`src/rtl/gf180mcu_osu_sc_9t_cell2_tester_pkg.sv`:
```
// Shared types and constants for the 2-input cell tester.
// Latency: none (declarations only). Backpressure: not applicable.
// Optional macro GF180MCU_OSU_SC_CELL2_TESTER_SYNC_EN selects the Y synchroniser in the top.
package gf180mcu_osu_sc_cell2_tester_pkg;

   // Tester sequencing states
   typedef enum logic [1:0] {
      ST_IDLE   = 2'd0,
      ST_SETTLE = 2'd1,
      ST_SAMPLE = 2'd2,
      ST_DONE   = 2'd3
   } state_t;

   // Four input combinations of a 2-input cell
   localparam int NUM_VECTORS = 4;
   // Depth of the optional Y synchroniser
   localparam int SYNC_STAGES = 2;
   // Settle counter width; holds S-1 for S up to 256
   localparam int CNT_W = 8;

   // Counter reload value for an effective settle time of s cycles
   function automatic logic [CNT_W-1:0] settle_reload(input int s);
      return CNT_W'(s - 1);
   endfunction

endpackage

```
`src/rtl/gf180mcu_osu_sc_9t_cell2_tester_sync2.sv`:
```
// Two-flop synchroniser bringing the cell output Y into the CLK domain.
// Latency: 2 cycles from i_d to o_q. Backpressure: none, free-running.
// Synchronous active-high reset clears both flops to 0.
module gf180mcu_osu_sc_9T_sync2 (
   input  logic i_clk,
   input  logic i_rst,
   input  logic i_d,
   output logic o_q
);

   logic r_meta;
   logic r_sync;

   // Two-stage capture of the asynchronous cell output
   always_ff @(posedge i_clk) begin
      if (i_rst) begin
         r_meta <= 1'b0;
         r_sync <= 1'b0;
      end else begin
         r_meta <= i_d;
         r_sync <= r_meta;
      end
   end

   assign o_q = r_sync;

endmodule

```
`src/rtl/gf180mcu_osu_sc_9t_cell2_tester.sv`:
```
// Drives A1/A0 through 00,01,10,11, samples Y after a settle time and checks it against TRUTH.
// Latency: 4*(S+1) cycles from START edge to DONE; S = SETTLE_CYCLES (+2 with the synchroniser).
// Backpressure: START is only sampled in IDLE. Macro GF180MCU_OSU_SC_CELL2_TESTER_SYNC_EN adds the Y synchroniser.
module gf180mcu_osu_sc_9t_cell2_tester
   import gf180mcu_osu_sc_cell2_tester_pkg::*;
#(
   parameter int         SETTLE_CYCLES = 4,
   parameter logic [3:0] TRUTH         = 4'b0001
) (
   input  logic       CLK,
   input  logic       RST,
   input  logic       START,
   input  logic       Y,
   output logic       A0,
   output logic       A1,
   output logic       BUSY,
   output logic       DONE,
   output logic       PASS,
   output logic [2:0] ERRCNT,
   output logic [3:0] FAILMAP
);

   logic w_y;

`ifdef GF180MCU_OSU_SC_CELL2_TESTER_SYNC_EN
   // The synchroniser delay is folded into the settle time so the cell still
   // gets SETTLE_CYCLES of real settling before its response reaches the compare.
   // With the synchroniser, SETTLE_CYCLES must stay at or below 254 to fit the counter.
   localparam int S_EFF = SETTLE_CYCLES + SYNC_STAGES;

   gf180mcu_osu_sc_9T_sync2 u_sync (
      .i_clk (CLK),
      .i_rst (RST),
      .i_d   (Y),
      .o_q   (w_y)
   );
`else
   localparam int S_EFF = SETTLE_CYCLES;

   assign w_y = Y;
`endif

   localparam logic [CNT_W-1:0] RELOAD  = settle_reload(S_EFF);
   localparam logic [1:0]       LAST_V  = 2'(NUM_VECTORS - 1);

   state_t           r_state;
   logic [CNT_W-1:0] r_cnt;
   logic [1:0]       r_v;
   logic             r_busy;
   logic             r_done;
   logic             r_pass;
   logic [2:0]       r_errcnt;
   logic [3:0]       r_failmap;

   state_t           w_state_nxt;
   logic [CNT_W-1:0] w_cnt_nxt;
   logic [1:0]       w_v_nxt;
   logic             w_busy_nxt;
   logic             w_done_nxt;
   logic             w_pass_nxt;
   logic [2:0]       w_errcnt_nxt;
   logic [3:0]       w_failmap_nxt;
   logic             w_mismatch;

   assign w_mismatch = (w_y != TRUTH[r_v]);

   // Next-state and next-output logic; every register holds unless a state acts on it
   always_comb begin
      w_state_nxt   = r_state;
      w_cnt_nxt     = r_cnt;
      w_v_nxt       = r_v;
      w_busy_nxt    = r_busy;
      w_done_nxt    = 1'b0;
      w_pass_nxt    = r_pass;
      w_errcnt_nxt  = r_errcnt;
      w_failmap_nxt = r_failmap;

      case (r_state)
         ST_IDLE: begin
            if (START) begin
               w_v_nxt       = 2'd0;
               w_errcnt_nxt  = 3'd0;
               w_failmap_nxt = 4'd0;
               w_pass_nxt    = 1'b0;
               w_busy_nxt    = 1'b1;
               w_cnt_nxt     = RELOAD;
               w_state_nxt   = ST_SETTLE;
            end
         end

         ST_SETTLE: begin
            if (r_cnt == '0) begin
               w_state_nxt = ST_SAMPLE;
            end else begin
               w_cnt_nxt = r_cnt - 1'b1;
            end
         end

         ST_SAMPLE: begin
            if (w_mismatch) begin
               w_failmap_nxt[r_v] = 1'b1;
               w_errcnt_nxt       = r_errcnt + 3'd1;
            end
            if (r_v == LAST_V) begin
               // Verdict includes the vector being sampled on this same edge
               w_state_nxt = ST_DONE;
               w_done_nxt  = 1'b1;
               w_busy_nxt  = 1'b0;
               w_pass_nxt  = (w_failmap_nxt == 4'd0);
            end else begin
               w_v_nxt     = r_v + 2'd1;
               w_cnt_nxt   = RELOAD;
               w_state_nxt = ST_SETTLE;
            end
         end

         ST_DONE: begin
            // START is deliberately not looked at here
            w_state_nxt = ST_IDLE;
         end

         default: begin
            w_state_nxt = ST_IDLE;
         end
      endcase
   end

   // State, counter, vector and result registers with synchronous reset
   always_ff @(posedge CLK) begin
      if (RST) begin
         r_state   <= ST_IDLE;
         r_cnt     <= '0;
         r_v       <= 2'd0;
         r_busy    <= 1'b0;
         r_done    <= 1'b0;
         r_pass    <= 1'b0;
         r_errcnt  <= 3'd0;
         r_failmap <= 4'd0;
      end else begin
         r_state   <= w_state_nxt;
         r_cnt     <= w_cnt_nxt;
         r_v       <= w_v_nxt;
         r_busy    <= w_busy_nxt;
         r_done    <= w_done_nxt;
         r_pass    <= w_pass_nxt;
         r_errcnt  <= w_errcnt_nxt;
         r_failmap <= w_failmap_nxt;
      end
   end

   assign A0      = r_v[0];
   assign A1      = r_v[1];
   assign BUSY    = r_busy;
   assign DONE    = r_done;
   assign PASS    = r_pass;
   assign ERRCNT  = r_errcnt;
   assign FAILMAP = r_failmap;

endmodule
```
`config.mk`:
```
export PLATFORM = sky130hd
export DESIGN_NAME = gf180mcu_osu_sc_9t_cell2_tester
export DESIGN_NICKNAME = d
export VERILOG_FILES = /design/src/rtl/gf180mcu_osu_sc_9t_cell2_tester_pkg.sv /design/src/rtl/gf180mcu_osu_sc_9t_cell2_tester_sync2.sv /design/src/rtl/gf180mcu_osu_sc_9t_cell2_tester.sv
export SDC_FILE = /design/constraint.sdc
export NUM_CORES = 1
export LEC_CHECK = 0
export ABC_AREA = 1
export CAP_MARGIN = 0
export CELL_PAD_IN_SITES_DETAIL_PLACEMENT = 1
export CELL_PAD_IN_SITES_GLOBAL_PLACEMENT = 2
export CORE_MARGIN = 2
export CORE_UTILIZATION = 32
export CTS_BUF_LIST = sky130_fd_sc_hd__clkbuf_8 sky130_fd_sc_hd__clkbuf_16
export CTS_CLUSTER_DIAMETER = 60
export DETAILED_ROUTE_END_ITERATION = 7
export GPL_TIMING_DRIVEN = 0
export PLACE_DENSITY = 0.9
export SYNTH_ARGS = -nofsm -noshare
export SYNTH_HDL_FRONTEND = slang
export SYNTH_SLANG_ARGS = --single-unit
export TNS_END_PERCENT = 10
```
`constraint.sdc`:
```
create_clock -name CLK -period 3.3 [get_ports CLK]
set_input_delay 0.66 -clock CLK [delete_from_list [all_inputs] [get_ports CLK]]
set_output_delay 0.66 -clock CLK [all_outputs]
set_load 0.02 [all_outputs]
```
==> key figures, run 1 <==
Status
  • Status: complete, no violations

STA
  • F_max: 504 MHz
  • Endpoints failing setup: 0
  • Worst-Margin Slew: 0.465 ns
  • Slew HR: 0.687
  • Min Clock Period, post-route: 1.98 ns
  • Worst Skew: 0.00191 ns
  • Final Hold Fails: 0
  • RSZ-0062 raised after global routing: no
  • Final TNS setup: 0 ns
  • Max Slew Vio Count: 0
  • Fin crit share: 0.601

Global route
  • Largest net degree at the start of global routing: 13
  • First-pass GRT wire length: 5.44 mm
  • Initial antenna violation count: 0
  • Total GRT Usage: 0.164
  • Vias in the first global route: 1234
  • Total grt overflow: 0

Clock tree
  • TritonCTS clock tree: built
  • Clk Latency, worst-skew pair: 0.27 ns
  • Clk slew on worst S/H paths: 0.08 ns
  • CTS max path bufs: 2
  • CTS buffer count: 3
  • CTS H-Tree Depth: 1
  • CTS Hold Bufs: 0
  • Root buffer cell: clkbuf_8
  • Clock sinks: 22
  • Resized cells post-CTS: 0
  • Postcts setup bufs: 0

Worst setup path
  • CP startpoint kind: flop
  • Worst Path Max Fanout: 5
  • Worst Setup End Kind: output port
  • Required @ worst endpoint: 2.64 ns
  • Crit Path Class: reg -> out
  • CP delay by family, top: buffers and inverters
  • Setup crit start: r_v[0]$_SDFFE_PP0P_
  • CP cell instances: clkdlybuf4s50_1
  • Arrival time worst endpoint: 1.32 ns
  • Slowest Stage Delay on Critical Path: 0.64 ns
  • Bufs and invs on worst path: 1
  • Worst r2r src: r_v[1]$_SDFFE_PP0P_
  • Slowest-stage cell, CP: clkdlybuf4s50_1

Floorplanning
  • Site row count: 22
  • Chip Height: 65.6 um
  • DIE AREA: 0.00431 sq mm
  • Die W: 65.6 um
  • Top-Level Pins: 16
  • Initial core utilization: 0.332
  • Core ar.: 0.00366 sq mm

Routing
  • Initial DRC count: 34
  • Routed wire length: 3.05 mm
  • Via count: 1147
  • Routed length per instance: 12.4 um
  • First-pass detailed-route iteration total: 4
  • Residual DRC count: 0
  • Antenna viol nets, final: 0
  • Routed vias/inst: 4.66

Pwr
  • Net Sw Power: 0.311 mW
  • Comb power frac: 0.362
  • Leakage: 0.678 nW
  • Pwr Density: 552 mW/mm^2
  • Clock share of power: 0.247
  • Switching share of total power: 0.383
  • Total power: 0.811 mW
  • Register share of total power: 0.391
  • Cell Int Power: 0.501 mW
  • Worst vdd ir: 0.243 mV

Layout
  • Fin nets: 210
  • Share of post-route cells with drive strength above 1: 0.0859
  • # fillers: 484
  • Inserted Diodes: 0
  • Layout area overhead: 21.0%

Synth
  • Synth Cell Area: 0.00121 sq mm
  • Synthesis-stage register bit count: 22
  • Seq/Total Area, Yosys: 0.363
  • Count of cell types in the netlist: 22
  • Synth Instances: 180
  • Syn_nets: 191
  • YS warnings: 0
  • Syn Area/Cell: 6.75 sq um

Place
  • GP Congestion: 0.784
  • Post-DP HPWL: 2.46 mm
  • Count of input and output buffers: 14

Run
  • Max Cap Viol: 0

Worst hold path
  • Worst Hold Class: reg -> reg
  • Hold path start: BUSY$_SDFFE_PP0P_
worst paths after layout:
check / endpoint / depth (start not counted) / slack, ns
hold reg to reg: BUSY$_SDFFE_PP0P_ / 2 / 0.47
hold / removal: BUSY$_SDFFE_PP0P_ / 2 / 0.47
setup / recovery: A0 / 1 / 1.32
setup reg to reg: ERRCNT[1]$_SDFFE_PP0P_ / 8 / 1.68
state kept, by name, indices dropped and copies added, names as in the netlist:
register  cells
r_cnt         8
DONE          1
BUSY          1
r_v           2
PASS          1
ERRCNT        3
FAILMAP       4
r_state       2
routing by layer:
layer | part of all wire | GRT usage
met5 | 0 | 0
met4 | 0.019 | 0.0755
met3 | 0.022 | 0.0308
met2 | 0.48 | 0.283
met1 | 0.48 | 0.196
layout make-up:
cell class,count,area [sq um],share of cell area
Inverter,31,116,0.0791
Tap cell,48,60.1,0.0409
Buffer,1,3.75,0.00255
Multi-Input combinational cell,126,654,0.445
Timing Repair Buffer,14,140,0.0953
Clock buffer,4,55.1,0.0374
Sequential cell,22,440,0.300
stage by stage:
stage	utilization	setup WS [ns]	std cells	hold WS [ns]	instance area [sq um]
6_report	0.402	1.32	246	0.474	1470
5_1_grt	0.402	1.26	246	0.508	1470
4_1_cts	0.402	1.30	246	0.481	1470
3_5_place_dp	0.387	1.22	242	0.460	1420
3_3_place_gp	0.387	1.29	242	0.454	1420
2_1_floorplan	-	1.77	180	0.482	1210
cells by family after synthesis:
kind of cell | count (synthesis) | share of synthesized area
DFF | 22 | 0.363
xor gates and xnor gates | 2 | 0.0144
and+or+nand+nor | 99 | 0.377
adders and majority gates | 7 | 0.0721
buffers and inverters | 32 | 0.0989
AOI/OAI and AO/OA | 18 | 0.0752
synthesized netlist by cell type:
| cell | instances | area share |
|---|---|---|
| a31oi_1 | 1 | 0.0052 |
| o21ai_1 | 1 | 0.0041 |
| nand3_2 | 1 | 0.0082 |
| nor2_1 | 28 | 0.087 |
| nor3b_1 | 3 | 0.019 |
| inv_1 | 29 | 0.090 |
| nand2_4 | 2 | 0.019 |
| o21ai_0 | 6 | 0.025 |
| xnor2_1 | 1 | 0.0072 |
| and3_1 | 1 | 0.0052 |
| nand4_1 | 4 | 0.021 |
| nand3_1 | 14 | 0.058 |
| dfxtp_1 | 22 | 0.36 |
| nand2_1 | 38 | 0.12 |
| xor2_1 | 1 | 0.0072 |
| inv_2 | 2 | 0.0062 |
| nor3_2 | 1 | 0.0082 |
| nor2_2 | 3 | 0.015 |
| a21oi_1 | 10 | 0.041 |
| clkbuf_1 | 1 | 0.0031 |
| nand2_2 | 4 | 0.021 |
| ha_1 | 7 | 0.072 |
power by group through the flow:
stage	Clock (mW)	Sequential [mW]	Combinational, mW
2_1_floorplan	0	0.324	0.218
3_3_place_gp	0	0.322	0.277
3_5_place_dp	0	0.324	0.296
4_1_cts	0.206	0.317	0.299
5_1_grt	0.216	0.323	0.342
6_report	0.200	0.317	0.294
placed cells by master, fill, tap and decap left out, types with 2 or more instances in the layout:
cell and instances:
ha_1 7, nor3b_1 3, inv_2 2, dfxtp_1 22
clkbuf_8 4, clkdlybuf4s50_1 14, nand4_1 4, inv_1 29
nand2_1 38, nor2_1 28, o21ai_0 6, nand3_1 14
nand2_4 2, nand2_2 4, a21oi_1 10, nor2_2 3
Power figures use the tool's default switching activity.
==> inputs of run 2 (changes only) <==
--- a/config.mk
+++ b/config.mk
@@ -10,12 +10,12 @@
 export CELL_PAD_IN_SITES_DETAIL_PLACEMENT = 1
 export CELL_PAD_IN_SITES_GLOBAL_PLACEMENT = 2
 export CORE_MARGIN = 2
-export CORE_UTILIZATION = 32
+export CORE_UTILIZATION = 26
 export CTS_BUF_LIST = sky130_fd_sc_hd__clkbuf_8 sky130_fd_sc_hd__clkbuf_16
 export CTS_CLUSTER_DIAMETER = 60
 export DETAILED_ROUTE_END_ITERATION = 7
 export GPL_TIMING_DRIVEN = 0
-export PLACE_DENSITY = 0.9
+export PLACE_DENSITY = 0.79
 export SYNTH_ARGS = -nofsm -noshare
 export SYNTH_HDL_FRONTEND = slang
 export SYNTH_SLANG_ARGS = --single-unit
==> constraint.sdc (replaced) <==
create_clock -name CLK -period 1.65 [get_ports CLK]
set_input_delay 0.33 -clock CLK [delete_from_list [all_inputs] [get_ports CLK]]
set_output_delay 0.33 -clock CLK [all_outputs]
set_load 0.02 [all_outputs]
==> key figures, run 2 (same netlist as run 1, synthesis figures left out) <==
Status
  • Status: complete, no violations

Layout
  • Share of post-route cells with drive strength above 1: 0.0909 (+0.00505)
  • Final core utilization: 0.339 (-0.0629)
  • Inserted Diodes: 0 (unchanged)
  • Layout area overhead: 23.1%
  • Finished Cell Area: 0.00150 sq mm (+1.7%)
  • Fin nets: 210 (unchanged)
  • Commonest non-fill, non-tap cell in the layout: nand2_1
  • Reg with most FFs: r_cnt
  • Max reg flops: 8 (unchanged)
  • # fillers: 564 (+17%)
  • Most frequent cells in the layout: nand2_1 (38), inv_1 (29), nor2_1 (28), dfxtp_1 (22), nand3_1 (14)

Routing
  • Routed wire length: 2.91 mm (-4.7%)
  • Routed vias/inst: 4.48 (-3.9%)
  • Initial DRC count: 43 (+26%)
  • Residual DRC count: 0 (unchanged)
  • Routed length per instance: 11.6 um (-6.2%)
  • First-pass detailed-route iteration total: 4 (unchanged)
  • Via count: 1120 (-2.4%)
  • Antenna viol nets, final: 0 (unchanged)

Worst setup path
  • Worst r2r src: r_v[0]$_SDFFE_PP0P_
  • Worst Path Max Fanout: 4 (-1)
  • CP cell instances: clkdlybuf4s50_1
  • Worst Setup End Kind: output port
  • Required @ worst endpoint: 1.32 ns (-1.32 ns)
  • Slowest-stage cell, CP: clkdlybuf4s50_1
  • CP delay by family, top: buffers and inverters
  • CP startpoint kind: flop
  • Crit Path Class: reg -> out
  • R2R depth: 8 (unchanged)
  • Bufs and invs on worst path: 1 (unchanged)
  • Slowest Stage Delay on Critical Path: 0.62 ns (-0.02 ns)
  • R2R Path End: ERRCNT[1]$_SDFFE_PP0P_
  • Reg-to-reg slack, setup: 0.17 ns (-1.51 ns)
  • Arrival time worst endpoint: 1.27 ns (-0.05 ns)

Floorplanning
  • Core ar.: 0.00441 sq mm (+21%)
  • Die W: 72.4 um (+10%)
  • Site row count: 24 (+9.1%)
  • Chip Height: 72.4 um (+10%)
  • Initial core utilization: 0.275 (-0.0566)
  • DIE AREA: 0.00524 sq mm (+22%)
  • Top-Level Pins: 16 (unchanged)

STA
  • Min Clock Period, post-route: 1.60 ns
  • Hold_ws: 0.475 ns (+0.00107 ns)
  • Endpoints failing setup: 0 (unchanged)
  • F_max: 624 MHz
  • Max Slew Vio Count: 0 (unchanged)
  • Worst-Margin Slew: 0.512 ns (+0.0471 ns)
  • Worst Skew: 0.00692 ns (+0.00502 ns)
  • Fin crit share: 0.971
  • Final Hold Fails: 0 (unchanged)
  • Slew HR: 0.659 (-0.0281)
  • RSZ-0062 raised after global routing: no

Clock tree
  • CTS buffer count: 3 (unchanged)
  • Clk Latency, worst-skew pair: 0.28 ns (about the same)
  • TritonCTS clock tree: built
  • Clk slew on worst S/H paths: 0.09 ns (about the same)
  • CTS H-Tree Depth: 1 (unchanged)
  • Root buffer cell: clkbuf_8
  • Clock sinks: 22 (unchanged)
  • CTS max path bufs: 2 (unchanged)
  • CTS Hold Bufs: 0 (unchanged)

Global route
  • Total grt overflow: 0 (unchanged)
  • Initial antenna violation count: 0 (unchanged)
  • First-pass GRT wire length: 4.89 mm (-10%)
  • Vias in the first global route: 1052 (-15%)
  • Total GRT Usage: 0.122 (-0.0420)
  • Largest net degree at the start of global routing: 14 (+1)

Worst hold path
  • Worst Hold Depth: 2 (unchanged)
  • Hold Crit Endpoint: DONE$_SDFF_PP0_
  • Hold path start: RST
  • Worst Hold Class: in -> reg

Place
  • GP Congestion: 0.679 (-13%)
  • Count of input and output buffers: 14 (unchanged)
  • Post-DP HPWL: 2.19 mm (-11%)
  • Area after DPL: 0.00142 sq mm (+0.35%)

Pwr
  • Net Sw Power: 0.628 mW (+100%)
  • Total power: 1.74 mW (+110%)
  • Switching share of total power: 0.361 (-0.0218)
  • Leakage: 0.715 nW (+5.4%)
  • Comb power frac: 0.332 (-0.030)
  • Pwr Density: 1160 mW/mm^2 (+110%)
  • Clock share of power: 0.303 (+0.056)
  • Register share of total power: 0.365 (-0.026)
  • Cell Int Power: 1.11 mW (+120%)
  • Worst vdd ir: 0.413 mV (+70%)

Run
  • Max Cap Viol: 0 (unchanged)
==> run 2: area by class of cell <==
class / instances / area [sq um] / share of cell area
sequential: 22 / 440 / 0.295
inverter: 31 / 116 / 0.0778
timing repair buffer: 14 / 140 / 0.0937
tap: 52 / 65.1 / 0.0435
clock inverter: 1 / 30.0 / 0.0201
multi-input combinational: 126 / 658 / 0.440
buffer: 1 / 3.75 / 0.00251
clock buffer: 3 / 41.3 / 0.0276
==> run 2: routing by layer <==
metal | track usage | up-vias | routed length [um]
li1 | - | 601 | -
met1 | 0.177 | 501 | 1490
met2 | 0.172 | 13 | 1270
met3 | 0.0125 | 5 | 70
met4 | 0.0755 | 0 | 79
met5 | 0 | - | 0
==> run 2: how the worst max path moves through the flow <==
stage | cells after the start | slack [ns] | start | endpoint
floorplan | 8 | 0.12 | r_v[1]$_SDFFE_PP0P_ | ERRCNT[2]$_SDFFE_PP0P_
global placement | 8 | -0.15 | Y | ERRCNT[2]$_SDFFE_PP0P_
detailed placement | 8 | -0.13 | Y | ERRCNT[2]$_SDFFE_PP0P_
CTS | 1 | 0.02 | ERRCNT[2]$_SDFFE_PP0P_ | ERRCNT[2]
global route | 1 | 0.009 | FAILMAP[2]$_SDFFE_PP0P_ | FAILMAP[2]
finish | 1 | 0.05 | ERRCNT[0]$_SDFFE_PP0P_ | ERRCNT[0]
==> run 2: timing repair <==
| item | CTS | global route |
|---|---|---|
| setup endpoints to repair | 4 | 3 |
| setup buffers | 0 | 0 |
| resized for setup | 3 | 2 |
==> run 2: power groups by stage <==
| stage | clock [mW] | sequential (mW) | combinational, mW |
|---|---|---|---|
| floorplan | 0 | 0.649 | 0.436 |
| global route | 0.559 | 0.646 | 0.673 |
| global placement | 0 | 0.649 | 0.576 |
| CTS | 0.543 | 0.636 | 0.584 |
| finish | 0.527 | 0.636 | 0.577 |
| detailed placement | 0 | 0.648 | 0.580 |
==> run 2: per-stage QoR <==
step / TNS (ns) / setup slack (ns) / cells
floorplan: 0 / 0.122 / 180
global placement: -0.354 / -0.145 / 246
detailed placement: -0.251 / -0.127 / 246
CTS: 0 / 0.0229 / 250
global route: 0 / 0.00904 / 250
finish: 0 / 0.0481 / 250
